$ cat src/rtl/approx_adder_err_monitor.sv
// Error-characterisation controller for N-bit approximate adders.
// Drives LFSR operand pairs to an external combinational adder, computes the
// exact sum internally and accumulates mismatch count, total and maximum
// error distance over a programmed number of tests.
// Optional macro APPROX_CARRY_CHECK_EN: compare N+1-bit {carry, sum} values
// instead of the N-bit sums only.
module approx_adder_err_monitor #(
    parameter int unsigned N  = 16,
    parameter int unsigned CW = 32
) (
    input  logic            clk,
    input  logic            rst,
    input  logic            start,
    input  logic [CW-1:0]   num_tests,
    input  logic [31:0]     seed,
    output logic [N-1:0]    op_a,
    output logic [N-1:0]    op_b,
    input  logic [N-1:0]    approx_sum,
    input  logic            approx_co,
    output logic            busy,
    output logic            done,
    output logic [CW-1:0]   err_cnt,
    output logic [N+CW-1:0] total_ed,
    output logic [N:0]      max_ed,
    output logic [CW-1:0]   tests_run
);

    localparam int unsigned EW  = N + 1;
    localparam int unsigned TW  = N + CW;
    localparam int unsigned TSW = TW + 1;
    localparam logic [31:0] LFSR_TAPS = 32'h8020_0003;

    typedef enum logic [1:0] {
        S_IDLE,
        S_RUN,
        S_DRAIN,
        S_DONE
    } state_t;

    state_t          state_q;
    logic [31:0]     lfsr_q;
    logic [CW-1:0]   remaining_q;
    logic            drain_q;
    logic [N-1:0]    op_a_q;
    logic [N-1:0]    op_b_q;
    logic            v0_q;
    logic            busy_q;
    logic            done_q;

    logic            v1_q;
    logic [EW-1:0]   ed_q;
    logic            mis_q;
    logic [CW-1:0]   err_cnt_q;
    logic [TW-1:0]   total_ed_q;
    logic [EW-1:0]   max_ed_q;
    logic [CW-1:0]   tests_run_q;

    logic            start_acc_c;
    logic [31:0]     lfsr_next_c;
    logic [EW-1:0]   exact_c;
    logic [EW-1:0]   approx_c;
    logic [EW-1:0]   ed_d;
    logic [TSW-1:0]  total_sum_c;
    logic            unused_c;

    // Start is only honoured when no run is in flight
    assign start_acc_c = start && ((state_q == S_IDLE) || (state_q == S_DONE));

    // Galois LFSR, shift right
    assign lfsr_next_c = {1'b0, lfsr_q[31:1]} ^ (lfsr_q[0] ? LFSR_TAPS : 32'h0);

    // Control FSM, LFSR and operand issue registers
    always_ff @(posedge clk) begin
        if (rst) begin
            state_q     <= S_IDLE;
            lfsr_q      <= 32'h1;
            remaining_q <= '0;
            drain_q     <= 1'b0;
            op_a_q      <= '0;
            op_b_q      <= '0;
            v0_q        <= 1'b0;
            busy_q      <= 1'b0;
            done_q      <= 1'b0;
        end else begin
            v0_q <= 1'b0;
            case (state_q)
                S_IDLE, S_DONE: begin
                    if (start_acc_c) begin
                        remaining_q <= num_tests;
                        lfsr_q      <= (seed == 32'h0) ? 32'h1 : seed;
                        drain_q     <= 1'b0;
                        if (num_tests == '0) begin
                            state_q <= S_DONE;
                            busy_q  <= 1'b0;
                            done_q  <= 1'b1;
                        end else begin
                            state_q <= S_RUN;
                            busy_q  <= 1'b1;
                            done_q  <= 1'b0;
                        end
                    end
                end
                S_RUN: begin
                    op_a_q      <= lfsr_q[N-1:0];
                    op_b_q      <= lfsr_q[31:32-N];
                    lfsr_q      <= lfsr_next_c;
                    v0_q        <= 1'b1;
                    remaining_q <= remaining_q - CW'(1);
                    if (remaining_q == CW'(1)) begin
                        state_q <= S_DRAIN;
                        drain_q <= 1'b0;
                    end
                end
                S_DRAIN: begin
                    // Two cycles let the last pair reach the accumulators
                    if (drain_q) begin
                        state_q <= S_DONE;
                        busy_q  <= 1'b0;
                        done_q  <= 1'b1;
                    end else begin
                        drain_q <= 1'b1;
                    end
                end
                default: state_q <= S_IDLE;
            endcase
        end
    end

    // Exact vs approximate operands for the error-distance compare
    always_comb begin
        exact_c  = '0;
        approx_c = '0;
`ifdef APPROX_CARRY_CHECK_EN
        exact_c  = {1'b0, op_a_q} + {1'b0, op_b_q};
        approx_c = {approx_co, approx_sum};
        unused_c = 1'b0;
`else
        exact_c  = {1'b0, N'(op_a_q + op_b_q)};
        approx_c = {1'b0, approx_sum};
        unused_c = approx_co;
`endif
    end

    // Absolute error distance
    always_comb begin
        ed_d = '0;
        if (exact_c >= approx_c) begin
            ed_d = exact_c - approx_c;
        end else begin
            ed_d = approx_c - exact_c;
        end
    end

    // Widened sum so total_ed overflow can be detected and saturated
    assign total_sum_c = {1'b0, total_ed_q} + TSW'(ed_q);

    // Compare stage and saturating accumulators
    always_ff @(posedge clk) begin
        if (rst) begin
            v1_q        <= 1'b0;
            ed_q        <= '0;
            mis_q       <= 1'b0;
            err_cnt_q   <= '0;
            total_ed_q  <= '0;
            max_ed_q    <= '0;
            tests_run_q <= '0;
        end else begin
            v1_q  <= v0_q;
            ed_q  <= ed_d;
            mis_q <= (ed_d != '0);
            if (start_acc_c) begin
                err_cnt_q   <= '0;
                total_ed_q  <= '0;
                max_ed_q    <= '0;
                tests_run_q <= '0;
            end else if (v1_q) begin
                if (tests_run_q != '1) begin
                    tests_run_q <= tests_run_q + CW'(1);
                end
                if (mis_q && (err_cnt_q != '1)) begin
                    err_cnt_q <= err_cnt_q + CW'(1);
                end
                total_ed_q <= total_sum_c[TSW-1] ? '1 : total_sum_c[TW-1:0];
                if (ed_q > max_ed_q) begin
                    max_ed_q <= ed_q;
                end
            end
        end
    end

    assign op_a      = op_a_q;
    assign op_b      = op_b_q;
    assign busy      = busy_q;
    assign done      = done_q;
    assign err_cnt   = err_cnt_q;
    assign total_ed  = total_ed_q;
    assign max_ed    = max_ed_q;
    assign tests_run = tests_run_q;

endmodule

$ cat config.mk
export PLATFORM = sky130hd
export DESIGN_NAME = approx_adder_err_monitor
export DESIGN_NICKNAME = d
export VERILOG_FILES = /design/src/rtl/approx_adder_err_monitor.sv
export SDC_FILE = /design/constraint.sdc
export NUM_CORES = 1
export LEC_CHECK = 0
export CORE_ASPECT_RATIO = 1.4
export CORE_MARGIN = 5
export CORE_UTILIZATION = 49
export CTS_CLUSTER_SIZE = 16
export DETAILED_ROUTE_END_ITERATION = 12
export PLACE_DENSITY_LB_ADDON = 0.08
export SETUP_SLACK_MARGIN = 0.4
export SYNTH_ARGS = -nofsm -noshare
export SYNTH_HDL_FRONTEND = slang
export SYNTH_SLANG_ARGS = --single-unit
$ cat constraint.sdc
create_clock -name clk -period 5 [get_ports clk]
set_clock_uncertainty 0.05 [all_clocks]
set_input_delay 1 -clock clk [delete_from_list [all_inputs] [get_ports clk]]
set_output_delay 1 -clock clk [all_outputs]
set_load 0.005 [all_outputs]
==> results of run 1 <==
## flip-flops by register name, indices dropped and copies added, names as in the netlist, 2 cells and up
| register | flops |
|---|---|
| total_ed | 48 |
| tests_run | 32 |
| state_q | 2 |
| err_cnt | 32 |
| ed_q | 17 |
| op_a | 16 |
| op_b | 16 |
| max_ed | 17 |
| remaining_q | 32 |
| lfsr_q | 32 |
## cells in the final DEF (no fill, tap or decap), types with 64 or more instances in the layout
master           count
a21oi_1            103
clkdlybuf4s50_1    244
dfxtp_1            246
ha_1                84
inv_1               75
mux2i_1             68
nand2_1            126
nor2_1             205
nor3_1              64
xor2_1              67
## worst max-delay path by stage
stage / start / endpoint / slack (ns) / cells past startpoint
2_1_floorplan: op_a[0] / mis_q / 0.26 / 23
3_3_place_gp: op_a[0] / mis_q / -0.01 / 22
3_5_place_dp: op_a[0] / mis_q / -0.11 / 22
4_1_cts: op_b[0] / mis_q / 0.03 / 22
5_1_grt: op_b[0] / mis_q / -0.21 / 22
6_report: op_a[1] / mis_q / 0.12 / 21
## worst max-delay path, stage by stage, from the launching register on
cell       delay, ns
dfxtp_2         0.34
ha_1            0.29
a21o_1          0.17
a21oi_2         0.17
o21bai_2        0.09
a31o_2          0.29
a2111oi_4       0.34
nor2_2          0.09
a211o_1         0.28
a21oi_2         0.17
xor2_1          0.19
ha_1            0.28
nand4_1         0.15
nor4_4          0.07
a311oi_4        0.35
o41ai_4         0.17
buf_12          0.18
mux2i_2         0.21
xnor2_2         0.16
o2111ai_2       0.18
nor4b_4         0.33
a41oi_2         0.14
## metal layers
metal  wire length [µm]  vias up  part of all wire (%)  GRT usage, %
li1                   -     6708                     -             -
met1              15800     6322                    39          26.7
met2              20900      347                    52          43.9
met3               2170       86                   5.4          4.08
met4               1490        2                   3.7          9.08
met5                 13        -                 0.032             0
## power breakdown
part / total (µW) / switching (µW) / internal (µW)
Combinational: 3650 / 2030 / 1620
Clock: 1950 / 803 / 1140
Sequential: 2760 / 392 / 2370
Total: 8360 / 3230 / 5130
## final cells by class
class                      count  area (µm²)
inverter                      75         282
clock inverter                10         106
timing repair buffer         312        2980
sequential                   250        5010
multi-input combinational   1309        8970
fill                        2595       10600
clock buffer                  35         746
tap                          380         475
## what timing repair did
action                                  in CTS  in global routing
setup buffers                                6                  4
resized for setup                           11                 22
pin swaps                                    6                  8
endpoints found under the setup margin       8                 15
hold buffers                                 0                  0
## stage by stage
stage                     cells  util, %  area, µm²
after global routing       2371     63.7      18600
after global placement     2316     59.9      17500
after detailed placement   2316     59.9      17500
after floorplan            1726        -      14500
after CTS                  2367     63.2      18400
final                      2371     63.7      18600
## cells by family after synthesis
kind of cell | synth area share, %
and+or+nand+nor | 22.0
AOI/OAI and AO/OA | 18.3
DFF | 34.7
buffers and inverters | 4.89
xor gates and xnor gates | 6.80
adders and majority gates | 8.19
muxes | 5.16
==> impl_metrics.csv, run 1 <==
group,metric,value,unit
drt,drt-wirelength-per-cell,17.0,µm
setup_path,path_class,"reg2reg",
floorplanning,initial_utilization,49.5,%
grt,grt_pass1_vias,13210,
clock_tree,clk_path_buf_depth,3,
placed_design,dpl.hpwl,30300,µm
drt,viasPerCell,5.68,
synthesis,synth_top_area_share,34.7,%
floorplanning,fp.dieW,155,µm
timing,setup_violations,0,
final_layout,diodes,0,
setup_path,timing.rr.start,"op_a[1]",
grt,grt-ovfl-total,0,
power_and_ir_drop,power_density,450,nW/µm²
synthesis,yosysTopAreaCell,"dfxtp_1",
outcome,status,"completed",
clock_tree,cts_tree,"done",
drt,dr.pass1.iters,5,
setup_path,worstSetupStartpointType,"register",
timing,setup_tns,0,ns
floorplanning,io_pins,247,
floorplanning,die_h,213,µm
grt,antenna_found_initial,1,
synthesis,synth.avg_cell_area,8.36,µm²
synthesis,synth-seq-cells,250,
worst_hold_path,hold_start,"v0_q",
drt,ant_nets,0,
synthesis,synth-async-reset-ratio,0,%
timing,rsz0062_at_grt,"true",
synthesis,seq_area_frac_synth,34.7,%
timing,layout_setup_ws,0.124,ns
timing,final.min_clock_period,4.88,ns
synthesis,syn_inst,1726,
placed_design,portBuffers,245,
timing,holdWs,0.383,ns
setup_path,arrival,5.19,ns
synthesis,post-synth-top-count-cell,"dfxtp_1",
synthesis,synth.net_count,1902,
setup_path,cp_max_fo,10,
synthesis,ys_top_cells_by_area,"dfxtp_1 (35%), ha_1 (7.6%), nor2_1 (5.4%)",
floorplanning,num_rows,74,
timing,fmax,205,MHz
synthesis,yosys.cell_types.count,79,
setup_path,worst-r2r-setup-slack,0.12,ns
drt,route.detailed.drc,0,
setup_path,rr_worst_depth,21,
clock_tree,clockRootBuffer,"clkbuf_16",
synthesis,synth_common_cells,"dfxtp_1 (250), nor2_1 (207), nand2_1 (128), a21oi_1 (111), ha_1 (88)",
drt,wl,40400,µm
placed_design,place.gp.congestion,0.961,
grt,grt_max_degree,90,
timing,slew_violations,0,
grt,grt.total_usage,23.6,%
final_layout,nets,2150,
setup_path,required,5.32,ns
setup_path,reg2reg_to,"mis_q",
grt,grt_pass1_wl,65600,µm
synthesis,yosysWarnings,0,
worst_hold_path,hold_depth,1,
floorplanning,core,29200,µm²
timing,min_period_over_period,97.5,%
clock_tree,cts_buffers,26,
clock_tree,clk_latency,0.54,ns
final_layout,drive_above_1_share,8.79,%
placed_design,post-place-ws,-0.106,ns
drt,drt-initial-drc-count,560,
power_and_ir_drop,total_power,8360,µW
power_and_ir_drop,p_leak,0.00718,µW
synthesis,syn_area,14400,µm²
floorplanning,die-area,33000,µm²
clock_tree,htreeDepth,1,
drt,vias,13465,
final_layout,area_growth,28.8,%
timing,worstMarginPinSlew,0.914,ns
setup_path,cp-end-kind,"register",
synthesis,synth_edf_count,0,
clock_tree,cts.sinks,250,
power_and_ir_drop,ir_drop,0.000362,V
worst_hold_path,whs_endpoint,"v1_q",
job,max-cap-violations,0,
synthesis,yosys_most_used_dff,"dfxtp_1",
timing,hold_viol,0,
clock_tree,clk_pin_slew,0.06,ns
worst_hold_path,hold_path_class,"reg2reg",
timing,maxSlewHeadroom,39.0,%
(Power assumes the default switching activity.)
==> run 2, diff against run 1 <==
==> constraint.sdc (replaced) <==
create_clock -name clk -period 4 [get_ports clk]
set_clock_uncertainty 0.05 [all_clocks]
set_input_delay 0.8 -clock clk [delete_from_list [all_inputs] [get_ports clk]]
set_output_delay 0.8 -clock clk [all_outputs]
set_load 0.005 [all_outputs]
==> impl_metrics.csv, run 2 (synthesis gave the netlist of run 1 again) <==
group,metric,value,unit
floorplanning,io_pins,247,
setup_path,arrival,5.33,ns
power_and_ir_drop,pwr-share-seq,31.5,%
setup_path,required,4.31,ns
placed_design,place.gp.congestion,0.948,
outcome,status,"complete, but fails checks",
floorplanning,die_h,213,µm
timing,slew_violations,0,
floorplanning,die-area,33000,µm²
clock_tree,clockRootBuffer,"clkbuf_16",
grt,grt.total_usage,24.7,%
grt,grt_pass1_wl,68500,µm
clock_tree,clk_path_buf_depth,3,
drt,dr.pass1.iters,6,
floorplanning,num_rows,74,
timing,min_period_over_period,125,%
power_and_ir_drop,p_sw_share,38.0,%
job,max-cap-violations,0,
placed_design,dpl_cell_area,18400,µm²
timing,final.min_clock_period,5.02,ns
timing,setup_violations,17,
final_layout,area_growth,35.3,%
drt,wl,42300,µm
placed_design,portBuffers,245,
clock_tree,clk_latency,0.55,ns
power_and_ir_drop,ir_drop,0.000727,V
timing,fmax,199,MHz
timing,hold_viol,0,
floorplanning,core,29200,µm²
grt,grt_pass1_vias,13977,
drt,route.detailed.drc,0,
grt,antenna_found_initial,2,
outcome,violations,"negative setup slack",
final_layout,drive_above_1_share,13.9,%
timing,maxSlewHeadroom,23.3,%
setup_path,cp_max_fo,5,
drt,ant_nets,0,
clock_tree,cts_buffers,26,
power_and_ir_drop,intPower,6800,µW
drt,vias,14079,
worst_hold_path,hold_path_class,"reg2reg",
drt,drt-wirelength-per-cell,17.0,µm
clock_tree,clk_pin_slew,0.06,ns
final_layout,layout_commonest_cell,"dfxtp_1",
floorplanning,fp.dieW,155,µm
setup_path,cp-end-kind,"register",
final_layout,nets,2267,
timing,worstMarginPinSlew,1.15,ns
floorplanning,initial_utilization,49.5,%
final_layout,utilization,66.9,%
power_and_ir_drop,power_frac_clock,22.9,%
clock_tree,htreeDepth,1,
drt,viasPerCell,5.65,
setup_path,path_class,"reg2reg",
power_and_ir_drop,power_switching,4180,µW
drt,drt-initial-drc-count,761,
timing,rsz0062_at_grt,"true",
final_layout,mostFrequentLayoutCells,"dfxtp_1 (246), clkdlybuf4s50_1 (244), nor2_1 (205)",
placed_design,dpl.hpwl,32100,µm
final_layout,diodes,0,
setup_path,worstSetupStartpointType,"register",
clock_tree,cts.sinks,250,
power_and_ir_drop,power_density,562,nW/µm²
grt,grt-ovfl-total,0,
power_and_ir_drop,combinationalPowerShare,45.6,%
final_layout,final_cell_area,19500,µm²
timing,setup_tns,-10.72,ns
power_and_ir_drop,p_leak,0.00779,µW
clock_tree,ctsHoldBuffers,0,
grt,grt_max_degree,100,
final_layout,largest_register_ff_count,48,
clock_tree,cts_tree,"done",
timing,layout_setup_ws,-1.02,ns
==> run 2: changes by cell type in the layout (fill, tap and decap cells not counted), moves of 2 or more <==
cell      previous run  this run
clkbuf_8             4         7
clkinv_2             6         4
mux2i_1             68        66
buf_6                4         6
buf_4               63       177
==> run 2: layer usage <==
layer | wire (µm) | global-route usage [%]
met3 | 2200 | 3.75
met5 | 27 | 0
met4 | 2150 | 12.1
met1 | 16300 | 27.6
met2 | 21600 | 45.3
==> run 2: worst paths after layout <==
path	start	end	slack, ns	cells after the start
hold reg to reg	v0_q	v1_q	0.39	1
hold / removal	v0_q	v1_q	0.39	1
setup / recovery	op_a[1]	mis_q	-1.02	21
setup reg to reg	op_a[1]	mis_q	-1.02	21
==> run 2: what timing repair did <==
action | 4_1_cts | 5_1_grt
pin swaps | 11 | 11
resized for setup | 18 | 15
endpoints found under the setup margin | 17 | 28
buffers inserted | 11 | 3
==> run 2: stage by stage <==
step / hold slack (ns) / total power [µW] / std cells / setup WS (ns)
2_1_floorplan: 0.364 / 6460 / 1726 / -0.731
3_3_place_gp: 0.373 / 8130 / 2429 / -1.10
3_5_place_dp: 0.371 / 8240 / 2429 / -1.28
4_1_cts: 0.386 / 10900 / 2487 / -1.01
5_1_grt: 0.436 / 11700 / 2490 / -1.20
6_report: 0.386 / 11000 / 2490 / -1.02
==> run 2: cell type report <==
| type | count | area, µm² |
|---|---|---|
| fillers | 2470 | 9650 |
| multi-input cells | 1309 | 8980 |
| flip-flops and latches | 250 | 5010 |
| repair buffers | 429 | 3880 |
| clock buffers | 39 | 791 |
| well taps | 380 | 475 |
| inverters | 75 | 282 |
| clock inverters | 8 | 95.1 |
==> run 2: power by group through the flow <==
| stage | Sequential (µW) | Clock [µW] | Combinational [µW] |
|---|---|---|---|
| after floorplan | 3330 | 0 | 3140 |
| after global placement | 3490 | 0 | 4640 |
| after detailed placement | 3510 | 0 | 4730 |
| after CTS | 3460 | 2560 | 4930 |
| after global routing | 3520 | 2660 | 5530 |
| final | 3460 | 2520 | 5000 |
==> run 2: worst max-delay path: stages, from the launching register on <==
cell	delay (ns)
dfxtp_2	0.34
ha_1	0.29
a21o_1	0.17
a21oi_2	0.15
o21bai_1	0.10
a31o_2	0.30
a2111oi_4	0.36
nor2_2	0.09
a211o_1	0.28
a21oi_2	0.16
xor2_1	0.19
ha_1	0.30
nand4_1	0.18
nor4_4	0.06
a311oi_4	0.36
o41ai_4	0.21
buf_4	0.19
mux2i_2	0.18
xor2_1	0.23
nand4_1	0.19
nor4b_4	0.29
a41oi_2	0.14
==> run 3, diff against run 2 <==
--- a/config.mk
+++ b/config.mk
@@ -11,6 +11,7 @@
 export CTS_CLUSTER_SIZE = 16
 export DETAILED_ROUTE_END_ITERATION = 12
 export PLACE_DENSITY_LB_ADDON = 0.08
+export REMOVE_ABC_BUFFERS = 1
 export SETUP_SLACK_MARGIN = 0.4
 export SYNTH_ARGS = -nofsm -noshare
 export SYNTH_HDL_FRONTEND = slang
==> impl_metrics.csv, run 3 (synthesis gave the netlist of run 1 again) <==
group,metric,value,unit
timing,setup_violations,17,
power_and_ir_drop,p_leak,0.00796,µW
timing,layout_setup_ws,-1.02,ns
timing,worstMarginPinSlew,1.04,ns
final_layout,largest_register_ff_count,48,
final_layout,fillers,2488,
clock_tree,cts_tree,"done",
floorplanning,io_pins,247,
placed_design,post-place-ws,-1.43,ns
final_layout,layout_commonest_cell,"dfxtp_1",
floorplanning,fp.dieW,155,µm
clock_tree,cts.sinks,250,
setup_path,cp-end-kind,"register",
placed_design,place.gp.congestion,0.871,
timing,hold_viol,0,
outcome,status,"complete, but fails checks",
worst_hold_path,hold_path_class,"reg2reg",
timing,slew_violations,0,
placed_design,dpl_cell_area,18300,µm²
final_layout,multi_input_area,9060,µm²
job,max-cap-violations,0,
final_layout,nets,2291,
final_layout,diodes,0,
power_and_ir_drop,ir_drop,0.000481,V
setup_path,worstSetupStartpointType,"register",
drt,drt-initial-drc-count,610,
grt,grt_pass1_vias,13741,
drt,ant_nets,0,
setup_path,arrival,5.36,ns
drt,dr.pass1.iters,5,
final_layout,drive_above_1_share,15.4,%
timing,final.min_clock_period,5.02,ns
grt,grt-ovfl-total,0,
drt,wl,42000,µm
grt,grt.total_usage,24.2,%
worst_hold_path,hold_start,"v0_q",
final_layout,final_cell_area,19800,µm²
worst_hold_path,hold_depth,1,
timing,rsz0062_at_grt,"true",
timing,holdWs,0.399,ns
setup_path,worst-r2r-setup-slack,-1.02,ns
clock_tree,htreeDepth,1,
final_layout,mostFrequentLayoutCells,"dfxtp_1 (247), clkdlybuf4s50_1 (244), nor2_1 (205)",
drt,viasPerCell,5.61,
clock_tree,clk_latency,0.55,ns
setup_path,path_class,"reg2reg",
setup_path,reg2reg_to,"mis_q",
drt,drt-wirelength-per-cell,16.7,µm
timing,maxSlewHeadroom,30.7,%
setup_path,required,4.34,ns
outcome,violations,"negative setup slack",
floorplanning,die_h,213,µm
final_layout,area_growth,37.5,%
power_and_ir_drop,total_power,11300,µW
timing,min_period_over_period,126,%
floorplanning,num_rows,74,
clock_tree,clk_path_buf_depth,3,
clock_tree,clk_pin_slew,0.06,ns
placed_design,dpl.hpwl,31100,µm
setup_path,timing.rr.start,"op_a[1]",
drt,vias,14120,
setup_path,rr_worst_depth,23,
clock_tree,cts_buffers,26,
drt,route.detailed.drc,0,
floorplanning,die-area,33000,µm²
placed_design,portBuffers,245,
power_and_ir_drop,power_density,569,nW/µm²
grt,antenna_found_initial,0,
grt,grt_max_degree,95,
floorplanning,initial_utilization,49.5,%
final_layout,ff_latch_area,5010,µm²
worst_hold_path,whs_endpoint,"v1_q",
setup_path,cp_max_fo,5,
timing,fmax,199,MHz
grt,grt_pass1_wl,67400,µm
clock_tree,clockRootBuffer,"clkbuf_16",
timing,setup_tns,-11.34,ns
floorplanning,core,29200,µm²
[run 3: power by group]
group          leakage (µW)  switching [µW]  total, µW  internal [µW]
registers           0.00204             477       3440           2960
clock network      0.000468            1060       2670           1610
logic               0.00545            2740       5180           2440
total               0.00796            4270      11300           7010
[run 3: layout make-up]
| cell class | instances | area share [%] |
|---|---|---|
| multi-input combinational | 1309 | 45.7 |
| inverter | 75 | 1.42 |
| timing repair buffer | 453 | 20.5 |
| clock inverter | 16 | 1.09 |
| clock buffer | 32 | 3.65 |
| sequential | 250 | 25.3 |
| tap | 380 | 2.40 |
[run 3: per-stage QoR]
stage / instances / utilization (%)
6_report: 2515 / 68.0
5_1_grt: 2515 / 68.0
4_1_cts: 2507 / 67.3
3_5_place_dp: 2442 / 62.9
3_3_place_gp: 2442 / 62.9
2_1_floorplan: 1634 / -
[run 3: worst max-delay path by stage]
stage | start | endpoint | slack [ns] | cells after the start
CTS | op_a[1] | mis_q | -1.02 | 24
detailed placement | op_b[1] | mis_q | -1.43 | 23
floorplan | state_q[1] | remaining_q[14] | -2.78 | 7
global route | op_a[1] | mis_q | -1.28 | 24
finish | op_a[1] | mis_q | -1.02 | 23
global placement | op_a[0] | mis_q | -1.28 | 23
[run 3: worst max-delay path, cell delays in order (launching register included)]
cell and delay [ns]:
dfxtp_4 0.36, ha_4 0.23, a21o_1 0.17, a21oi_2 0.18, o21bai_1 0.11, a31o_2 0.28, a2111oi_4 0.28, buf_4 0.17
nor2_2 0.04, a211o_1 0.28, a21oi_2 0.18, xor2_1 0.09, ha_1 0.35, buf_4 0.13, nand3_2 0.10, o41ai_4 0.56
buf_6 0.21, buf_6 0.11, mux2i_4 0.26, buf_6 0.14, nor4_2 0.04, nor4_4 0.30, and2_1 0.17, a41oi_2 0.08
[run 3: timing repair]
item / in CTS / in global routing
hold buffers: 0 / 0
resized for setup: 45 / 26
buffers inserted: 17 / 8
endpoints found under the setup margin: 17 / 23
pin swaps: 31 / 17
hold endpoints to repair: 0 / 0
[run 3: routing by layer]
metal / track usage, % / up-vias / routed length [µm]
met5: 0 / - / 0
met4: 7.65 / 0 / 1050
met3: 3.33 / 63 / 2150
met2: 45.2 / 354 / 22000
met1: 28.5 / 6709 / 16900
li1: - / 6994 / -
